--- config.mk ---
export PLATFORM = sky130hd
export DESIGN_NAME = ncl_quad_sync_bridge_flat
export DESIGN_NICKNAME = d
export VERILOG_FILES = /design/src/rtl/ncl_quad_sync_bridge_if.sv /design/src/rtl/ncl_quad_sync_bridge.sv /design/src/flat_wrapper.sv
export SDC_FILE = /design/constraint.sdc
export NUM_CORES = 1
export LEC_CHECK = 0
export ABC_AREA = 1
export BUFFER_PORTS_ARGS = -buffer_cell sky130_fd_sc_hd__buf_4
export CAP_MARGIN = 20
export CORE_UTILIZATION = 55
export CTS_BUF_LIST = sky130_fd_sc_hd__clkbuf_4
export DETAILED_ROUTE_END_ITERATION = 10
export GPL_ROUTABILITY_DRIVEN = 0
export HOLD_SLACK_MARGIN = 0.08
export PLACE_DENSITY_LB_ADDON = 0.05
export SYNTH_ARGS = -nofsm -noshare
export SYNTH_HDL_FRONTEND = slang
export SYNTH_SLANG_ARGS = --single-unit
--- constraint.sdc ---
create_clock -name clk -period 2.3 [get_ports clk]
set_clock_uncertainty 0.2 [all_clocks]
set_input_delay 0.345 -clock clk [delete_from_list [all_inputs] [get_ports clk]]
set_output_delay 0.345 -clock clk [all_outputs]
set_load 0.02 [all_outputs]
--- src/rtl/ncl_quad_sync_bridge_if.sv ---
// Signal bundle between a synchronous environment, the sync/NCL bridge and a quaternary NCL adder.
// The slave modport is the bridge's view; the master modport is the view of whatever surrounds it.
interface ncl_quad_sync_bridge_if #(
    parameter int DIGITS = 1
);
    logic                  in_valid;
    logic                  in_ready;
    logic [2*DIGITS-1:0]   a_in;
    logic [2*DIGITS-1:0]   b_in;
    logic                  cin;
    logic [4*DIGITS-1:0]   AQ;
    logic [4*DIGITS-1:0]   BQ;
    logic [1:0]            carryin;
    logic                  ABCOMP;
    logic [4*DIGITS-1:0]   sumQ;
    logic [1:0]            carryout;
    logic                  sumCOMP;
    logic                  carryCOMP;
    logic                  out_valid;
    logic                  out_ready;
    logic [2*DIGITS-1:0]   sum_out;
    logic                  cout;
    logic                  err_illegal;
    logic                  err_timeout;

    modport slave (
        input  in_valid, a_in, b_in, cin, ABCOMP, sumQ, carryout, out_ready,
        output in_ready, AQ, BQ, carryin, sumCOMP, carryCOMP,
               out_valid, sum_out, cout, err_illegal, err_timeout
    );

    modport master (
        output in_valid, a_in, b_in, cin, ABCOMP, sumQ, carryout, out_ready,
        input  in_ready, AQ, BQ, carryin, sumCOMP, carryCOMP,
               out_valid, sum_out, cout, err_illegal, err_timeout
    );
endinterface

--- src/rtl/ncl_quad_sync_bridge.sv ---
// Clocked shell around a quaternary NCL adder stage: binary valid/ready in, DATA/NULL
// wavefronts to the adder, synchronized completion detection back, binary valid/ready out.
module ncl_quad_sync_bridge #(
    parameter int DIGITS      = 1,
    parameter int SYNC_STAGES = 2,
    parameter int TIMEOUT     = 255
) (
    input  logic                   clk,
    input  logic                   init,
    ncl_quad_sync_bridge_if.slave  bus
);
    localparam int W  = 4*DIGITS + 3;          // {ABCOMP, carryout, sumQ}
    localparam int CW = $clog2(TIMEOUT + 1);

    typedef enum logic [1:0] {IDLE, WAIT_DATA, WAIT_NULL, OUT} state_t;
    state_t state, state_next;

    logic [W-1:0]          sync_q [SYNC_STAGES];
    logic [W-1:0]          samp, samp_d;
    logic                  stable, word_data, word_null, word_illegal;
    logic                  res_data, res_null, ab_hi, ab_lo;
    logic [W-2:0]          res_word;
    logic [CW-1:0]         wait_cnt;
    logic                  load_data, capture, release_ack, waiting;

    function automatic logic one_hot4(input logic [3:0] v);
        return (v != 4'd0) && ((v & (v - 4'd1)) == 4'd0);
    endfunction

    function automatic logic multi_hot4(input logic [3:0] v);
        return (v & (v - 4'd1)) != 4'd0;
    endfunction

    function automatic logic [4*DIGITS-1:0] enc(input logic [2*DIGITS-1:0] v);
        enc = '0;
        for (int d = 0; d < DIGITS; d++) enc[4*d +: 4] = 4'b0001 << v[2*d +: 2];
    endfunction

    function automatic logic [2*DIGITS-1:0] dec(input logic [4*DIGITS-1:0] q);
        dec = '0;
        for (int d = 0; d < DIGITS; d++)
            for (int r = 0; r < 4; r++)
                if (q[4*d + r]) dec[2*d +: 2] = 2'(r);
    endfunction

    assign samp    = sync_q[SYNC_STAGES-1];
    // Two identical consecutive synchronized samples absorb skew between rails.
    assign stable  = (samp == samp_d);
    assign waiting = (state == WAIT_DATA) || (state == WAIT_NULL);

    always_comb begin
        word_data    = one_hot4({2'b00, samp[W-2:W-3]});
        word_null    = (samp[W-2:0] == '0);
        word_illegal = (samp[W-2:W-3] == 2'b11);
        for (int d = 0; d < DIGITS; d++) begin
            word_data    = word_data && one_hot4(samp[4*d +: 4]);
            word_illegal = word_illegal || multi_hot4(samp[4*d +: 4]);
        end
    end

    always_ff @(posedge clk) begin
        if (init) begin
            // NOTE: the synchronizer chain is reset so a wavefront seen before init is never acted on.
            for (int i = 0; i < SYNC_STAGES; i++) sync_q[i] <= '0;
            samp_d   <= '0;
            res_data <= 1'b0;
            res_null <= 1'b0;
            ab_hi    <= 1'b0;
            ab_lo    <= 1'b0;
            res_word <= '0;
        end else begin
            sync_q[0] <= {bus.ABCOMP, bus.carryout, bus.sumQ};
            for (int i = 1; i < SYNC_STAGES; i++) sync_q[i] <= sync_q[i-1];
            samp_d   <= samp;
            res_data <= stable && word_data;
            res_null <= stable && word_null;
            ab_hi    <= stable && samp[W-1];
            ab_lo    <= stable && !samp[W-1];
            if (stable && word_data) res_word <= samp[W-2:0];
        end
    end

    always_ff @(posedge clk) begin
        if (init) state <= IDLE;
        else      state <= state_next;
    end

    always_comb begin
        // NOTE: every output of this block is defaulted first, so no path can infer a latch.
        state_next  = state;
        load_data   = 1'b0;
        capture     = 1'b0;
        release_ack = 1'b0;
        case (state)
            IDLE:      if (bus.in_ready && bus.in_valid) begin
                           state_next = WAIT_DATA;
                           load_data  = 1'b1;
                       end
            WAIT_DATA: if (res_data && ab_hi) begin
                           state_next = WAIT_NULL;
                           capture    = 1'b1;
                       end
            WAIT_NULL: if (res_null && ab_lo) begin
                           state_next  = OUT;
                           release_ack = 1'b1;
                       end
            OUT:       if (bus.out_ready) state_next = IDLE;
            default:   state_next = IDLE;
        endcase
    end

    always_ff @(posedge clk) begin
        if (init) begin
            bus.AQ          <= '0;
            bus.BQ          <= '0;
            bus.carryin     <= '0;
            bus.sumCOMP     <= 1'b0;
            bus.carryCOMP   <= 1'b0;
            bus.in_ready    <= 1'b0;
            bus.out_valid   <= 1'b0;
            bus.sum_out     <= '0;
            bus.cout        <= 1'b0;
            bus.err_illegal <= 1'b0;
        end else begin
            bus.in_ready  <= (state_next == IDLE);
            bus.out_valid <= (state_next == OUT);
            if (load_data) begin
                bus.AQ      <= enc(bus.a_in);
                bus.BQ      <= enc(bus.b_in);
                bus.carryin <= bus.cin ? 2'b10 : 2'b01;
            end
            if (capture) begin
                bus.AQ        <= '0;
                bus.BQ        <= '0;
                bus.carryin   <= '0;
                bus.sum_out   <= dec(res_word[4*DIGITS-1:0]);
                bus.cout      <= res_word[W-2];
                bus.sumCOMP   <= 1'b1;
                bus.carryCOMP <= 1'b1;
            end
            if (release_ack) begin
                bus.sumCOMP   <= 1'b0;
                bus.carryCOMP <= 1'b0;
            end
            if (stable && word_illegal) bus.err_illegal <= 1'b1;
        end
    end

    // Wait counter restarts on every state change and saturates at TIMEOUT.
    always_ff @(posedge clk) begin
        if (init) begin
            wait_cnt        <= '0;
            bus.err_timeout <= 1'b0;
        end else begin
            if (state_next != state)
                wait_cnt <= '0;
            else if (waiting && wait_cnt != CW'(TIMEOUT))
                wait_cnt <= wait_cnt + CW'(1);
            if (waiting && wait_cnt == CW'(TIMEOUT)) bus.err_timeout <= 1'b1;
        end
    end
endmodule

--- src/flat_wrapper.sv ---
// flat-port wrapper written by rule: the top's interface ports become plain ports
module ncl_quad_sync_bridge_flat 
#(
    parameter int DIGITS      = 1,
    parameter int SYNC_STAGES = 2,
    parameter int TIMEOUT     = 255
)
  (clk, init, bus_in_valid, bus_a_in, bus_b_in, bus_cin, bus_ABCOMP, bus_sumQ, bus_carryout, bus_out_ready, bus_in_ready, bus_AQ, bus_BQ, bus_carryin, bus_sumCOMP, bus_carryCOMP, bus_out_valid, bus_sum_out, bus_cout, bus_err_illegal, bus_err_timeout);
  ncl_quad_sync_bridge_if #(.DIGITS(DIGITS)) bus_i ();
  input  logic clk;
  input  logic init;
  input wire logic [$bits(bus_i.in_valid)-1:0] bus_in_valid;
  input wire logic [$bits(bus_i.a_in)-1:0] bus_a_in;
  input wire logic [$bits(bus_i.b_in)-1:0] bus_b_in;
  input wire logic [$bits(bus_i.cin)-1:0] bus_cin;
  input wire logic [$bits(bus_i.ABCOMP)-1:0] bus_ABCOMP;
  input wire logic [$bits(bus_i.sumQ)-1:0] bus_sumQ;
  input wire logic [$bits(bus_i.carryout)-1:0] bus_carryout;
  input wire logic [$bits(bus_i.out_ready)-1:0] bus_out_ready;
  output wire logic [$bits(bus_i.in_ready)-1:0] bus_in_ready;
  output wire logic [$bits(bus_i.AQ)-1:0] bus_AQ;
  output wire logic [$bits(bus_i.BQ)-1:0] bus_BQ;
  output wire logic [$bits(bus_i.carryin)-1:0] bus_carryin;
  output wire logic [$bits(bus_i.sumCOMP)-1:0] bus_sumCOMP;
  output wire logic [$bits(bus_i.carryCOMP)-1:0] bus_carryCOMP;
  output wire logic [$bits(bus_i.out_valid)-1:0] bus_out_valid;
  output wire logic [$bits(bus_i.sum_out)-1:0] bus_sum_out;
  output wire logic [$bits(bus_i.cout)-1:0] bus_cout;
  output wire logic [$bits(bus_i.err_illegal)-1:0] bus_err_illegal;
  output wire logic [$bits(bus_i.err_timeout)-1:0] bus_err_timeout;
  assign bus_i.in_valid = bus_in_valid;
  assign bus_i.a_in = bus_a_in;
  assign bus_i.b_in = bus_b_in;
  assign bus_i.cin = bus_cin;
  assign bus_i.ABCOMP = bus_ABCOMP;
  assign bus_i.sumQ = bus_sumQ;
  assign bus_i.carryout = bus_carryout;
  assign bus_i.out_ready = bus_out_ready;
  assign bus_in_ready = bus_i.in_ready;
  assign bus_AQ = bus_i.AQ;
  assign bus_BQ = bus_i.BQ;
  assign bus_carryin = bus_i.carryin;
  assign bus_sumCOMP = bus_i.sumCOMP;
  assign bus_carryCOMP = bus_i.carryCOMP;
  assign bus_out_valid = bus_i.out_valid;
  assign bus_sum_out = bus_i.sum_out;
  assign bus_cout = bus_i.cout;
  assign bus_err_illegal = bus_i.err_illegal;
  assign bus_err_timeout = bus_i.err_timeout;
  ncl_quad_sync_bridge #(.DIGITS(DIGITS), .SYNC_STAGES(SYNC_STAGES), .TIMEOUT(TIMEOUT)) u_core (.clk(clk), .init(init), .bus(bus_i));
endmodule
# Word-level counts from Yosys, hierarchy flattened
# Memories as Yosys holds them, arrays and structs flattened.
# Index checks and enable logic that the tools add are counted.
totals:
  reg_bits: 45
  ramBits: 14
  input_bits: 16
  out_inout_bits: 19
  elab_cells: 84
  mem_count: 1
memory_table:
  columns: ["memory", "words", "width", "rd", "rd_ports_with_merged_regs", "wr", "line", "text"]
  rows:
  - ["u_core.sync_q", 2, 7, 2, 0, 2, "ncl_quad_sync_bridge.sv:18", "logic [W-1:0] sync_q [SYNC_STAGES];"]
classes:
  n_addsub: 3
  eq_ne: 9
  shifts: 2
  muxes: 20
  bitwise: 4
  n_reduce_logical: 27
ops:
  columns: ["cell", "n"]
  rows:
  - ["2-to-1 mux 2 bit", 7]
  - ["2-to-1 mux 7 bit", 2]
  - ["logical AND 1 bit", 13]
  - ["2-to-1 mux 1 bit", 10]
  - ["adder 8 x 1 -> 8 bit (second input constant)", 1]
  - ["== test 2 bit (second input constant)", 4]
  - ["== test 8 bit (second input constant)", 1]
  - ["zero test 4 bit", 2]
  - ["!= test 8 bit (second input constant)", 1]
  - ["one-hot mux 2 bit (4 select lines)", 1]
  - ["nonzero test 4 bit", 2]
  - ["left shift 1 x 2 -> 4 bit (first input constant)", 2]
  - ["== test 7 bit", 1]
  - ["zero test 6 bit", 1]
  - ["OR reduction 2 bit", 3]
  - ["AND 2 x 4 -> 4 bit", 1]
  - ["AND 4 bit", 1]
  - ["zero test 2 bit", 2]
  - ["subtractor 4 x 1 -> 4 bit (second input constant)", 1]
  - ["subtractor 2 x 1 -> 3 bit (second input constant)", 1]
  - ["== test 2 x 1 -> 1 bit (second input constant)", 1]
  - ["logical OR 1 bit", 2]
  - ["!= test 2 bit", 1]
  - ["bitwise OR 1 bit", 2]
  - ["2 further kinds", 2]

# Depth between registers and ports, before layout
# An unclocked memory read counts as a cell.
logic_depth:
  depth_word: 7
  mapped_depth: 11
  mapped_depth_nobuf: 11

# Worst setup path after synthesis
# No wires, ideal clock.
synth_path:
  path_type: "register -> register"
  start: "register u_core.state[1]"
  end: "register u_core.wait_cnt[6]"
  setup_time_ns: 0.116
  arrival_time_ns: 1.332
  required_time_ns: 1.984
  slack_ns: 0.652
  stages_incl_launch_ff: 11
  n_path_buf: 0
  synth_period_minus_slack_ns: 1.648
  cell_sequence: "dfxtp_1 > inv_1 > ha_1 > nand2_1 > inv_1 > a21oi_1 > nand3_1 > nand2_1 > clkinv_1 > nand2_4 > nor2_2"
synth_between:
  elab_chain_cells: 4
  elab_cells_between_ends: 13
  cone_classes: "4 x eq/ne; 5 x mux; 4 x reduce/logical"
synth_lines:
  columns: ["item", "line", "text"]
  rows:
  - ["start: declaration", "ncl_quad_sync_bridge.sv:16", "state_t state, state_next;"]
  - ["start signal: assignment", "ncl_quad_sync_bridge.sv:85", "else state <= state_next;"]
  - ["== test 2 bit (tied with other cells)", "ncl_quad_sync_bridge.sv:94", "case (state)"]
  - ["one-hot mux 2 bit (4 select lines)", "ncl_quad_sync_bridge.sv:94", null]
  - ["!= test 2 bit", "ncl_quad_sync_bridge.sv:155", "if (state_next != state)"]
  - ["OR reduction 2 bit (no source line)", null, null]
  - ["end signal: assignment", "ncl_quad_sync_bridge.sv:158", "wait_cnt <= wait_cnt + CW'(1);"]
  - ["end: declaration", "ncl_quad_sync_bridge.sv:23", "logic [CW-1:0] wait_cnt;"]
# Parallel ways exist; a longest one is shown, timed or not.
# A chain may end at the register's enable or synchronous reset.

# Worst setup path in the final report
layout_path:
  start: "register u_core.state[0]"
  end: "register u_core.bus.AQ[2]"
layout_between:
  elab_chain_cells: 3
  elab_cells_between_ends: 5
  cone_classes: "1 x eq/ne; 2 x mux; 2 x reduce/logical"
layout_lines:
  columns: ["item", "line", "text"]
  rows:
  - ["== test 2 x 1 -> 1 bit", "ncl_quad_sync_bridge.sv:94", null]
  - ["2-to-1 mux 1 bit", "ncl_quad_sync_bridge.sv:94", null]
  - ["OR reduction 2 bit (no source line)", null, null]
  - ["end signal: assignment", "ncl_quad_sync_bridge.sv:128", "bus.AQ <= enc(bus.a_in);"]
  - ["end: declaration", "ncl_quad_sync_bridge_if.sv:28", "output in_ready, AQ, BQ, carryin, sumCOMP, carryCOMP,"]
# Parallel ways exist; a longest one is shown, timed or not.

==> reports/metrics.csv <==
metric,value,unit
status,finished clean,
clock power share,31.7,%
Max-Cap Viols,0,
CTS HTree Levels,3,
initial drt markers,86,
Hold Path Class,reg -> reg,
clk sinks,57,
syn avg cell area,7.60,um^2
Worst EP required,2370,ps
Detailed Route WL,4450,um
CTS resizes,0,
Slew Limit Fails,0,
Final ANT Viol Nets,0,
DRC errors left,0,
# diodes,0,
"delay-heaviest family, CP",buffers and inverters,
TritonCTS clock tree,done,
RSZ-0062 raised after global routing,no,
period utilization,92.2,%
startpoint class of the critical path,flop,
pwr/cell area,813,nW/um^2
largest net degree at the start of global routing,30,
"commonest cells after routing, fill and taps aside","nand2_1, dfxtp_1, inv_1, nor2_1, buf_4",
CP bufs+invs,3,
Leak,0.00144,uW
P_sw,762,uW
DIE WIDTH,69.0,um
Post-Layout Cell Count,434,
synthesized area,2470,um^2
HPWL after detailed placement,3040,um
die area,4760,um^2
DR WL/cell,10.3,um
Finished Core Util,73.9,%
Pre-antenna DRT Iters,4,
CP cell instances,inv_1 > ha_1 > nand2_2 > inv_2 > nand3_1 > dlygate4sd3_1 > a21oi_1,
worst slew pin tran,406,ps
Cell variety after synth,27,
vias in the first global route,1852,
CP max FO,10,
via count,2044,
worst skew pair latency,380,ps
total track usage,21.4,%
Worst path max stage delay,550,ps
syn nets,349,
Flop pwr share,43.9,%
share of cells above drive strength 1,20.8,%
Final min period,2120,ps
Rows,23,
CTS root buf,clkbuf_4,
setup violators final,0,
hold buffer count at CTS,14,
yosys warns,0,
fin nets,404,
Ports,35,
Initial Util,59.6,%
area grow syn2layout,24.0,%
WS Path Type,reg -> reg,
"leading cell type in the layout, fill and taps excluded",nand2_1,
gr ovfl total,0,
Fin. Hold Viols,0,
antenna violations before repair,0,
Longest Clk Path Bufs,2,
setup TNS,0,ps
internal power,1730,uW
Core Footprint,4140,um^2
synthesized netlist cell count,325,
fin area,3060,um^2
"CTS clk-pin slew, worst paths",100,ps
CTS buffer count,9,
first-pass GRT wire length,7470,um
"Seq/Total Area, Yosys",46.2,%
Crit-path slowest cell,dlygate4sd3_1,
IO Port Bufs,34,
CP Data Arrival Time,2190,ps
Max-slew headroom,72.9,%
Worst IR Drop VDD,0.631,mV
Vias/cell,4.71,
fillers,345,
crit end category,flop,
Cells after DPL,405,
Placed Area,2770,um^2
postcts setup bufs,0,
Comb power frac,24.4,%
Seq cells post-synth,57,
fmax,0.472,GHz
Net Sw Frac,30.6,%
Die H,69.0,um
==> synthesized netlist by cell type <==
library cell,count,area share (%)
a211oi_1,2,0.61
a21oi_1,17,3.4
buf_2,2,0.41
buf_4,1,0.30
clkbuf_1,2,0.30
clkinv_1,1,0.15
dfxtp_1,57,46
ha_1,8,4.1
inv_1,56,8.5
inv_2,6,0.91
nand2_1,65,9.9
nand2_2,8,2.0
nand2_4,2,0.91
nand3_1,20,4.1
nand3_2,1,0.41
nand3_4,2,1.4
nand4_1,6,1.5
nor2_1,41,6.2
nor2_2,8,2.0
nor2_4,3,1.4
nor3_1,2,0.41
nor3b_2,1,0.51
o2111a_1,1,0.46
o21ai_0,3,0.61
o21ai_1,2,0.41
xnor2_1,6,2.1
xor2_1,2,0.71
==> path summary, 6_finish.rpt <==
check	from	endpoint	slack, ps	cells after the start
min reg2reg	u_core.sync_q[0][5]	u_core.sync_q[0][12]	200	2
min	u_core.sync_q[0][5]	u_core.sync_q[0][12]	200	2
max reg2reg	u_core.state[0]	u_core.bus.AQ[2]	180	7
max	u_core.state[0]	u_core.bus.AQ[2]	180	7
==> power groups by stage <==
stage               sequential, uW  combinational [uW]  clock [uW]
global placement              1110                 575           0
global route                  1100                 682         848
finish                        1090                 607         789
detailed placement            1110                 585           0
floorplan                     1140                 410           0
CTS                           1090                 611         811
==> through the flow <==
stage	hold slack (ps)	power, uW	setup WS (ps)
floorplan	188	1550	652
CTS	198	2510	197
global placement	190	1690	512
finish	205	2490	180
global route	236	2630	45.6
detailed placement	195	1700	423
==> tightest hold or removal path, stage by stage (launching register included) <==
cell     delay [ps]
dfxtp_1         300
inv_1            40
nor2_1           30
==> logic make-up after synthesis <==
logic type               synth area share (%)
AO/OA/AOI/OAI                            5.52
XOR/XNOR                                 2.84
adder cells (fa/ha/maj)                  4.05
buffers and inverters                    10.6
flip-flops                               46.2
AND/OR/NAND/NOR                          30.8
==> flip-flops by register name, summed over array words and instances, names as in the netlist, 2 cells and up <==
register / count
u_core.bus.AQ: 4
u_core.res_word: 4
u_core.bus.carryin: 2
u_core.bus.BQ: 4
u_core.samp_d: 7
u_core.bus.sum_out: 2
u_core.wait_cnt: 8
u_core.sync_q: 14
u_core.state: 2
==> routing by layer <==
| metal | wire length [um] | track usage (%) |
|---|---|---|
| met4 | 55 | 9.44 |
| met3 | 203 | 6.09 |
| met5 | 0 | 0 |
| met2 | 2050 | 34.7 |
| met1 | 2140 | 26.1 |
==> cell type report <==
class / instances / area, um^2 / share of cell area [%]
Multi-Input combinational cell: 200 / 1070 / 34.8
Timing Repair Buffer: 49 / 403 / 13.2
Tap cell: 50 / 62.6 / 2.04
Sequential cell: 57 / 1140 / 37.3
Clock inverter: 4 / 68.8 / 2.25
Inverter: 63 / 236 / 7.73
Clock buffer: 11 / 82.6 / 2.70
No activity file was read; power rests on OpenSTA's default activity.
